$ cat config.mk
export PLATFORM = sky130hd
export DESIGN_NAME = fft8_sol4_gen2
export DESIGN_NICKNAME = d
export VERILOG_FILES = /design/src/rtl/fft8_sol4_gen2.sv
export SDC_FILE = /design/constraint.sdc
export NUM_CORES = 2
export LEC_CHECK = 0
export BUFFER_PORTS_ARGS = -buffer_cell sky130_fd_sc_hd__buf_2
export CAP_MARGIN = 40
export CORE_UTILIZATION = 50
export CTS_CLUSTER_DIAMETER = 100
export DETAILED_ROUTE_END_ITERATION = 7
export PLACE_DENSITY = 0.79
export SYNTH_ARGS = -nofsm -noshare
export SYNTH_HDL_FRONTEND = slang
export SYNTH_SLANG_ARGS = --single-unit
$ cat constraint.sdc
create_clock -name clk -period 35.2 [get_ports clk]
set_input_delay 3.52 -clock clk [delete_from_list [all_inputs] [get_ports clk]]
set_output_delay 3.52 -clock clk [all_outputs]
set_load 0.005 [all_outputs]
$ cat src/rtl/fft8_sol4_gen2.sv
// fft8_sol4_gen2: 8-point radix-2 DIT FFT, one butterfly stage per clock.
// Eight complex samples in, eight bins out in natural order, scaled by 1/8.
module fft8_sol4_gen2 #(
    parameter int DW = 16,
    parameter int TW = 16
) (
    input  logic          clk,
    input  logic          rst,
    input  logic          start,
    input  logic [DW-1:0] data_in_real  [7:0],
    input  logic [DW-1:0] data_in_imag  [7:0],
    output logic [DW-1:0] data_out_real [7:0],
    output logic [DW-1:0] data_out_imag [7:0],
    output logic          done
);

    localparam int PW = DW + TW;

    // Q1.15 twiddles; W^0 and W^2 never reach the multipliers
    localparam logic signed [TW-1:0] W1_RE = TW'(16'sh5A82);
    localparam logic signed [TW-1:0] W3_RE = TW'(16'shA57E);
    localparam logic signed [TW-1:0] W_IM  = TW'(16'shA57E);

    // S_OUT moves the finished work array into the output registers
    typedef enum logic [2:0] {
        S_IDLE,
        S_ST1,
        S_ST2,
        S_ST3,
        S_OUT,
        S_DONE
    } state_t;

    state_t state_q, state_d;

    logic [DW-1:0] work_re_q [7:0];
    logic [DW-1:0] work_re_d [7:0];
    logic [DW-1:0] work_im_q [7:0];
    logic [DW-1:0] work_im_d [7:0];
    logic [DW-1:0] out_re_q  [7:0];
    logic [DW-1:0] out_re_d  [7:0];
    logic [DW-1:0] out_im_q  [7:0];
    logic [DW-1:0] out_im_d  [7:0];
    logic [DW-1:0] bf_re     [7:0];
    logic [DW-1:0] bf_im     [7:0];
    logic          done_q, done_d;

    function automatic logic [2:0] brev3(input logic [2:0] i);
        return {i[0], i[1], i[2]};
    endfunction

    // State register
    always_ff @(posedge clk or negedge rst) begin
        if (!rst) state_q <= S_IDLE;
        else      state_q <= state_d;
    end

    // Next-state: start only honoured while idle or holding a result
    always_comb begin
        state_d = state_q;
        unique case (state_q)
            S_IDLE, S_DONE: if (start) state_d = S_ST1;
            S_ST1:          state_d = S_ST2;
            S_ST2:          state_d = S_ST3;
            S_ST3:          state_d = S_OUT;
            S_OUT:          state_d = S_DONE;
            default:        state_d = S_IDLE;
        endcase
    end

    // Four parallel butterflies for the stage selected by the state
    always_comb begin : bfly
        logic [2:0]             ia, ib;
        logic [1:0]             tw;
        logic signed [DW-1:0]   ar, ai, br, bi;
        logic signed [TW-1:0]   wr, wi;
        logic signed [PW-1:0]   prr, pii, pri, pir;
        logic signed [PW:0]     sr, si;
        logic signed [DW:0]     tr, ti;
        logic signed [DW+1:0]   sum_r, sum_i, dif_r, dif_i;
        bf_re = work_re_q;
        bf_im = work_im_q;
        ia = '0;
        ib = '0;
        tw = '0;
        for (int k = 0; k < 4; k++) begin
            unique case (state_q)
                S_ST1: begin
                    ia = 3'(2 * k);
                    ib = ia + 3'd1;
                    tw = 2'd0;
                end
                S_ST2: begin
                    ia = 3'(4 * (k / 2) + k % 2);
                    ib = ia + 3'd2;
                    tw = 2'(2 * (k % 2));
                end
                default: begin
                    ia = 3'(k);
                    ib = 3'(k + 4);
                    tw = 2'(k);
                end
            endcase
            ar  = $signed(work_re_q[ia]);
            ai  = $signed(work_im_q[ia]);
            br  = $signed(work_re_q[ib]);
            bi  = $signed(work_im_q[ib]);
            wr  = (tw == 2'd1) ? W1_RE : W3_RE;
            wi  = W_IM;
            prr = PW'(wr) * PW'(br);
            pii = PW'(wi) * PW'(bi);
            pri = PW'(wr) * PW'(bi);
            pir = PW'(wi) * PW'(br);
            sr  = (PW+1)'(prr) - (PW+1)'(pii);
            si  = (PW+1)'(pri) + (PW+1)'(pir);
            unique case (tw)
                2'd0: begin
                    tr = (DW+1)'(br);
                    ti = (DW+1)'(bi);
                end
                2'd2: begin
                    tr = (DW+1)'(bi);
                    ti = -((DW+1)'(br));
                end
                default: begin
                    tr = (DW+1)'(sr >>> (TW - 1));
                    ti = (DW+1)'(si >>> (TW - 1));
                end
            endcase
            sum_r = (DW+2)'(ar) + (DW+2)'(tr);
            sum_i = (DW+2)'(ai) + (DW+2)'(ti);
            dif_r = (DW+2)'(ar) - (DW+2)'(tr);
            dif_i = (DW+2)'(ai) - (DW+2)'(ti);
            bf_re[ia] = DW'(sum_r >>> 1);
            bf_im[ia] = DW'(sum_i >>> 1);
            bf_re[ib] = DW'(dif_r >>> 1);
            bf_im[ib] = DW'(dif_i >>> 1);
        end
    end

    // Datapath: capture bit-reversed, run stages, publish result
    always_comb begin
        work_re_d = work_re_q;
        work_im_d = work_im_q;
        out_re_d  = out_re_q;
        out_im_d  = out_im_q;
        done_d    = done_q;
        unique case (state_q)
            S_IDLE, S_DONE: begin
                if (start) begin
                    for (int i = 0; i < 8; i++) begin
                        work_re_d[i] = data_in_real[brev3(3'(i))];
                        work_im_d[i] = data_in_imag[brev3(3'(i))];
                    end
                    done_d = 1'b0;
                end
            end
            S_ST1, S_ST2, S_ST3: begin
                work_re_d = bf_re;
                work_im_d = bf_im;
            end
            S_OUT: begin
                out_re_d = work_re_q;
                out_im_d = work_im_q;
                done_d   = 1'b1;
            end
            default: ;
        endcase
    end

    // Work array, output registers and done flag
    always_ff @(posedge clk or negedge rst) begin
        if (!rst) begin
            work_re_q <= '{default: '0};
            work_im_q <= '{default: '0};
            out_re_q  <= '{default: '0};
            out_im_q  <= '{default: '0};
            done_q    <= 1'b0;
        end else begin
            work_re_q <= work_re_d;
            work_im_q <= work_im_d;
            out_re_q  <= out_re_d;
            out_im_q  <= out_im_d;
            done_q    <= done_d;
        end
    end

    assign data_out_real = out_re_q;
    assign data_out_imag = out_im_q;
    assign done          = done_q;

endmodule

# Word-level counts from Yosys, hierarchy flattened
# Index checks and enable logic that the tools add are counted.
# Widths: inputs -> output; s select.
[word_totals] reg_bits=516 in_bits=259 output_inout_bits=257 elab_cells=186
[op_classes] n_addsub=25 mul=12 order_cmp=12 eq_ne=12 n_mux=74 n_reduce_logical=17
[op_table] cell="$bwmux 128" n=12
[op_table] cell="$bmux 16 s3" n=12
[op_table] cell="$pmux 128 s2" n=2
[op_table] cell="$mux 16" n=21
[op_table] cell="$demux 16 s3" n=6
[op_table] cell="$mux 128" n=2
[op_table] cell="$pmux 17 s2" n=6
[op_table] cell="$mul 16x16->32" n=6
[op_table] cell="$mul 15x16->31 const A" n=6
[op_table] cell="$add 16x17->17" n=6
[op_table] cell="$sub 16x17->17" n=6
[op_table] cell="$add 32x32->32" n=3
[op_table] cell="$sub 32x32->32" n=3
[op_table] cell="$neg 16->17" n=3
[op_table] cell="$add 16x16->17" n=2
[op_table] cell="$sub 16x16->17" n=2
[op_table] cell="$lt 3x4->1 const B" n=5
[op_table] cell="$ge 3x1->1 const B" n=5
[op_table] cell="$pmux 3 s5" n=1
[op_table] cell="$pmux 3 s2" n=2
[op_table] cell="$mux 3" n=3
[op_table] cell="$pmux 2 s2" n=2
[op_table] cell="$eq 2x1->1 const B" n=3
[op_table] cell="$eq 2x2->1 const B" n=3
[op_table] cell="other kinds (16)" n=30

# Longest topological paths before layout
[logic_depth] ltp_word=15 mapped_depth=76 ltp_nobuf=63

# Worst setup path before layout
# No wires, ideal clock.
[synth_path] path_kind="reg2reg" from="register state_q[2]" to="register work_re_q[63] in the netlist's numbering" setup_time_ps=120 arrival_time_ps=16400 required_ps=35080 slack_ps=18680 stages_incl_launch_ff=69 n_path_buf=18 synth_period_minus_slack_ps=16520 cell_sequence="dfrtp_1 > or3b_1 > buf_4 > clkbuf_1 > clkbuf_1 > clkbuf_1 > buf_1 > buf_1 > buf_1 > ha_1 > clkbuf_1 > clkbuf_1 > buf_2 > buf_2 > clkbuf_1 > clkbuf_1 > buf_1 > buf_2 > [33 not listed] > a21o_1 > a21oi_1 > o21ai_0 > nor2_1 > nor2b_1 > nor2_1 > xnor2_1 > a21o_1 > ha_1 > clkbuf_1 > inv_1 > a221o_1 > a21oi_1 > o21bai_1 > xor2_1 > xnor2_1 > o2111ai_1 > nor2b_1"
[synth_via] elab_chain_len=15 elab_cells_between_ends=102 classes_between="9 x add/sub; 5 x mul; 12 x order compare; 11 x eq/ne; 50 x mux; 15 x reduce/logical"
[synth_lines] element="start, declared" line="34" source="state_t state_q, state_d;"
[synth_lines] element="start signal, assigned" line="55" source="else state_q <= state_d;"
[synth_lines] element="$eq 3x2->1 / $eq 3x1->1 (equally long branches)" line="87, 148"
[synth_lines] element="$reduce_or 2->1 (no source line)"
[synth_lines] element="$mux 3" line="87" source="unique case (state_q)"
[synth_lines] element="$bmux 16 s3 (on tied branches)" line="106, 107"
[synth_lines] element="$mux 16 (on tied branches)" line="106, 107"
[synth_lines] element="$mul 16x16->32 / $mul 15x16->31 (equally long branches)" line="110, 111"
[synth_lines] element="$sub 32x32->32" line="114" source="sr = (PW+1)'(prr) - (PW+1)'(pii);"
[synth_lines] element="$pmux 17 s2" line="116" source="unique case (tw)"
[synth_lines] element="$add 16x17->17" line="130" source="sum_r = (DW+2)'(ar) + (DW+2)'(tr);"
[synth_lines] element="$bwmux 128" line="134" source="bf_re[ia] = DW'(sum_r >>> 1);"
[synth_lines] element="$bwmux 128" line="136" source="bf_re[ib] = DW'(dif_r >>> 1);"
[synth_lines] element="$bwmux 128" line="134"
[synth_lines] element="$bwmux 128" line="136"
[synth_lines] element="$bwmux 128" line="134"
[synth_lines] element="$pmux 128 s2" line="148" source="unique case (state_q)"
[synth_lines] element="end signal, assigned" line="180" source="work_re_q <= work_re_d;"
[synth_lines] element="end, declared" line="36" source="logic [DW-1:0] work_re_q [7:0];"
# Parallel ways exist; a longest one is shown, timed or not. The select of a mux whose other input is x is not followed.
# A chain may end at the register's enable or synchronous reset.

# Worst setup path in the final report
[layout_path] from="register state_q[0]" to="register work_re_q[29] in the netlist's numbering"
# Same word-level chain as after synthesis.

==> flow_metrics.env <==
export IMPL_synth_top_cells_by_count="inv_1 (1,931), fa_1 (1,311), ha_1 (1,150), nand2_1 (828), nor2_1 (575)"
export IMPL_seq_area_frac_synth_pct=13.5
export IMPL_ys_types=104
export IMPL_end_kind="flop"
export IMPL_seqCellArea_um2=12900
export IMPL_clk_pin_slew_ns=0.07
export IMPL_synth_warnings=0
export IMPL_final_setup_viol_count=0
export IMPL_rsz0062_at_grt="no"
export IMPL_clk_latency_ns=0.78
export IMPL_synth_most_common_cell="inv_1"
export IMPL_overflow=0
export IMPL_cts_root_buffer="clkbuf_16"
export IMPL_setup_tns_ns=0
export IMPL_first_global_vias=86300
export IMPL_area_delta_synth_final_pct=9.94
export IMPL_tightest_slew_ns=1.10
export IMPL_cts_hold_buf=0
export IMPL_critPathMaxStageDelay_ns=0.78
export IMPL_antenna_found_initial=93
export IMPL_cts_inserted_buffers=61
export IMPL_hold_path_class="reg -> reg"
export IMPL_die_x_um=439
export IMPL_period_minus_slack_ns=17.14
export IMPL_die_area_um2=193000
export IMPL_wirelength_um=481000
export IMPL_ant_nets=0
export IMPL_crit_required_ns=35.90
export IMPL_ys_flop_type="dfrtp_1"
export IMPL_core_um2=190000
export IMPL_setup_ws_ns=18.06
export IMPL_fillCellCount=16900
export IMPL_grt_use_total_pct=49.7
export IMPL_die_h_um=439
export IMPL_routedWlPerCell_um=35.7
export IMPL_crit_path_top_delay_cell="a211oi_1"
export IMPL_ys_ff_latch=516
export IMPL_slew_headroom_pct=26.8
export IMPL_clock_sinks=516
export IMPL_cp_arrival_ns=17.84
export IMPL_gp_congestion=1.13
export IMPL_drc_errors=0
export IMPL_pre_cts_slack_ns=18.61
export IMPL_path_max_fanout=84
export IMPL_htree_levels=2
export IMPL_grt_pass1_wl_um=666000
export IMPL_start_util_pct=50.3
export IMPL_async_flop_share_pct=100
export IMPL_netlist_instances=10400
export IMPL_cts_tree="built"
export IMPL_firstDrtPassIters=7
export IMPL_outcome="completed"
export IMPL_cts_repair_resized=0
export IMPL_finalCritPeriodShare_pct=48.7
export IMPL_drv_slew=0
export IMPL_post_synth_cell_area_avg_um2=9.17
export IMPL_syn_area_um2=95500
export IMPL_ios=516
export IMPL_hpwl_um=390000
export IMPL_drtIter0Drc=10700
export IMPL_multi_input_area_um2=73900
export IMPL_yosysTopAreaCellShare_pct=27.5
export IMPL_path_class="reg -> reg"
export IMPL_nNetsFinal=13600
export IMPL_vias_per_cell=6.38
export IMPL_portBuffers=515
export IMPL_path_common_cell="fa_1"
export IMPL_dr_total_vias=86000
export IMPL_synth_edf_count=0
export IMPL_fin_worst_skew_ns=0.0896
export IMPL_grt_max_degree=166
export IMPL_critPathLaunchType="flop"
export IMPL_max_cap_violations=0
export IMPL_synth_area_leader_cell="fa_1"
export IMPL_rows=160
export IMPL_ys_top_cells_by_area="fa_1 (27%), ha_1 (15%), dfrtp_1 (14%), inv_1 (7.6%), xnor2_1 (4.0%)"
export IMPL_drive_gt1_share_pct=13.2
export IMPL_clk_path_buf_depth=3
export IMPL_hold_viol=0
export IMPL_timing_fmax_mhz=58.4
export IMPL_post_cts_buffers=0
==> kinds of logic after synthesis <==
logic type | Yosys count | synth area share [%]
AOI/OAI and AO/OA | 1962 | 13.1
xor gates and xnor gates | 555 | 5.15
adders and majority gates | 2461 | 42.5
buffers and inverters | 2410 | 9.49
DFF | 516 | 13.5
muxes | 559 | 7.29
other | 2 | 0.00786
and+or+nand+nor | 1953 | 8.95
==> path summary, 6_finish.rpt <==
kind / from / to / slack [ns] / depth (start not counted)
worst min-delay path: done / done / 0.48 / 1
worst max register to register: state_q[0] / work_re_q[29] / 18.06 / 59
worst min register to register: done / done / 0.48 / 1
max in group asynchronous: rst / data_out_real[95] / 30.38 / 4
min in group asynchronous: rst / work_re_q[69] / 2.83 / 1
worst max-delay path: state_q[0] / work_re_q[29] / 18.06 / 59
==> stage by stage <==
stage	instances	utilization (%)	hold slack [ns]	instance area (µm²)
after CTS	13400	55.1	0.483	105000
final	13500	55.3	0.479	105000
after floorplan	10400	-	0.474	95600
after global placement	13200	53.6	0.458	102000
after detailed placement	13300	53.9	0.469	102000
after global routing	13400	55.2	0.498	105000
==> registers in the layout, indices dropped and copies added (netlist names) <==
| name | flops |
|---|---|
| data_out_imag | 128 |
| data_out_real | 128 |
| work_im_q | 128 |
| work_re_q | 128 |
| state_q | 3 |
| done | 1 |
==> layer usage <==
layer / up-vias / part of all wire (%) / routed length (µm) / GRT usage (%)
met4: 54 / 10 / 49500 / 41.4
li1: 35000 / - / - / -
met3: 1786 / 12 / 59000 / 17.5
met2: 6051 / 41 / 197000 / 70.3
met5: - / 0.10 / 504 / 0.596
met1: 43100 / 36 / 175000 / 60.7
==> worst max-delay path: cells and delay by family (launching register included) <==
family	cells	cell delay (ns)
simple gates	12	2.99
buf+inv	10	1.75
flops	1	0.69
xor+xnor	2	0.37
fa+ha+maj	16	6.70
compound gates	18	4.01
mux	1	0.41
==> placed cells by master, fill, tap and decap left out, drive strengths merged, types with 64 or more instances in the layout <==
master  instances
xnor2         434
diode          66
xor2          117
o21ai         469
buf           839
nor2          575
o22ai          68
clkbuf         82
ha           1150
a21oi         536
mux2i         184
o21bai         82
dfrtp         516
a22oi          77
mux2          296
o211ai         64
mux4           79
nand2         828
nor3          115
a211oi        120
a21o          123
inv          1941
nor2b          68
fa           1311
nand3          92
a31oi          98
==> area by class of cell <==
cell class	count	share of cell area, %
Timing Repair Buffer	844	5.18
Tap cell	2511	2.99
Multi-Input combinational cell	7506	70.4
Antenna cell	66	0.157
Inverter	1936	6.93
Clock buffer	77	1.61
Clock inverter	34	0.455
Sequential cell	516	12.3
Power is not shown: default switching activity piles up to over one toggle a cycle in this logic, so the estimate is an artifact.
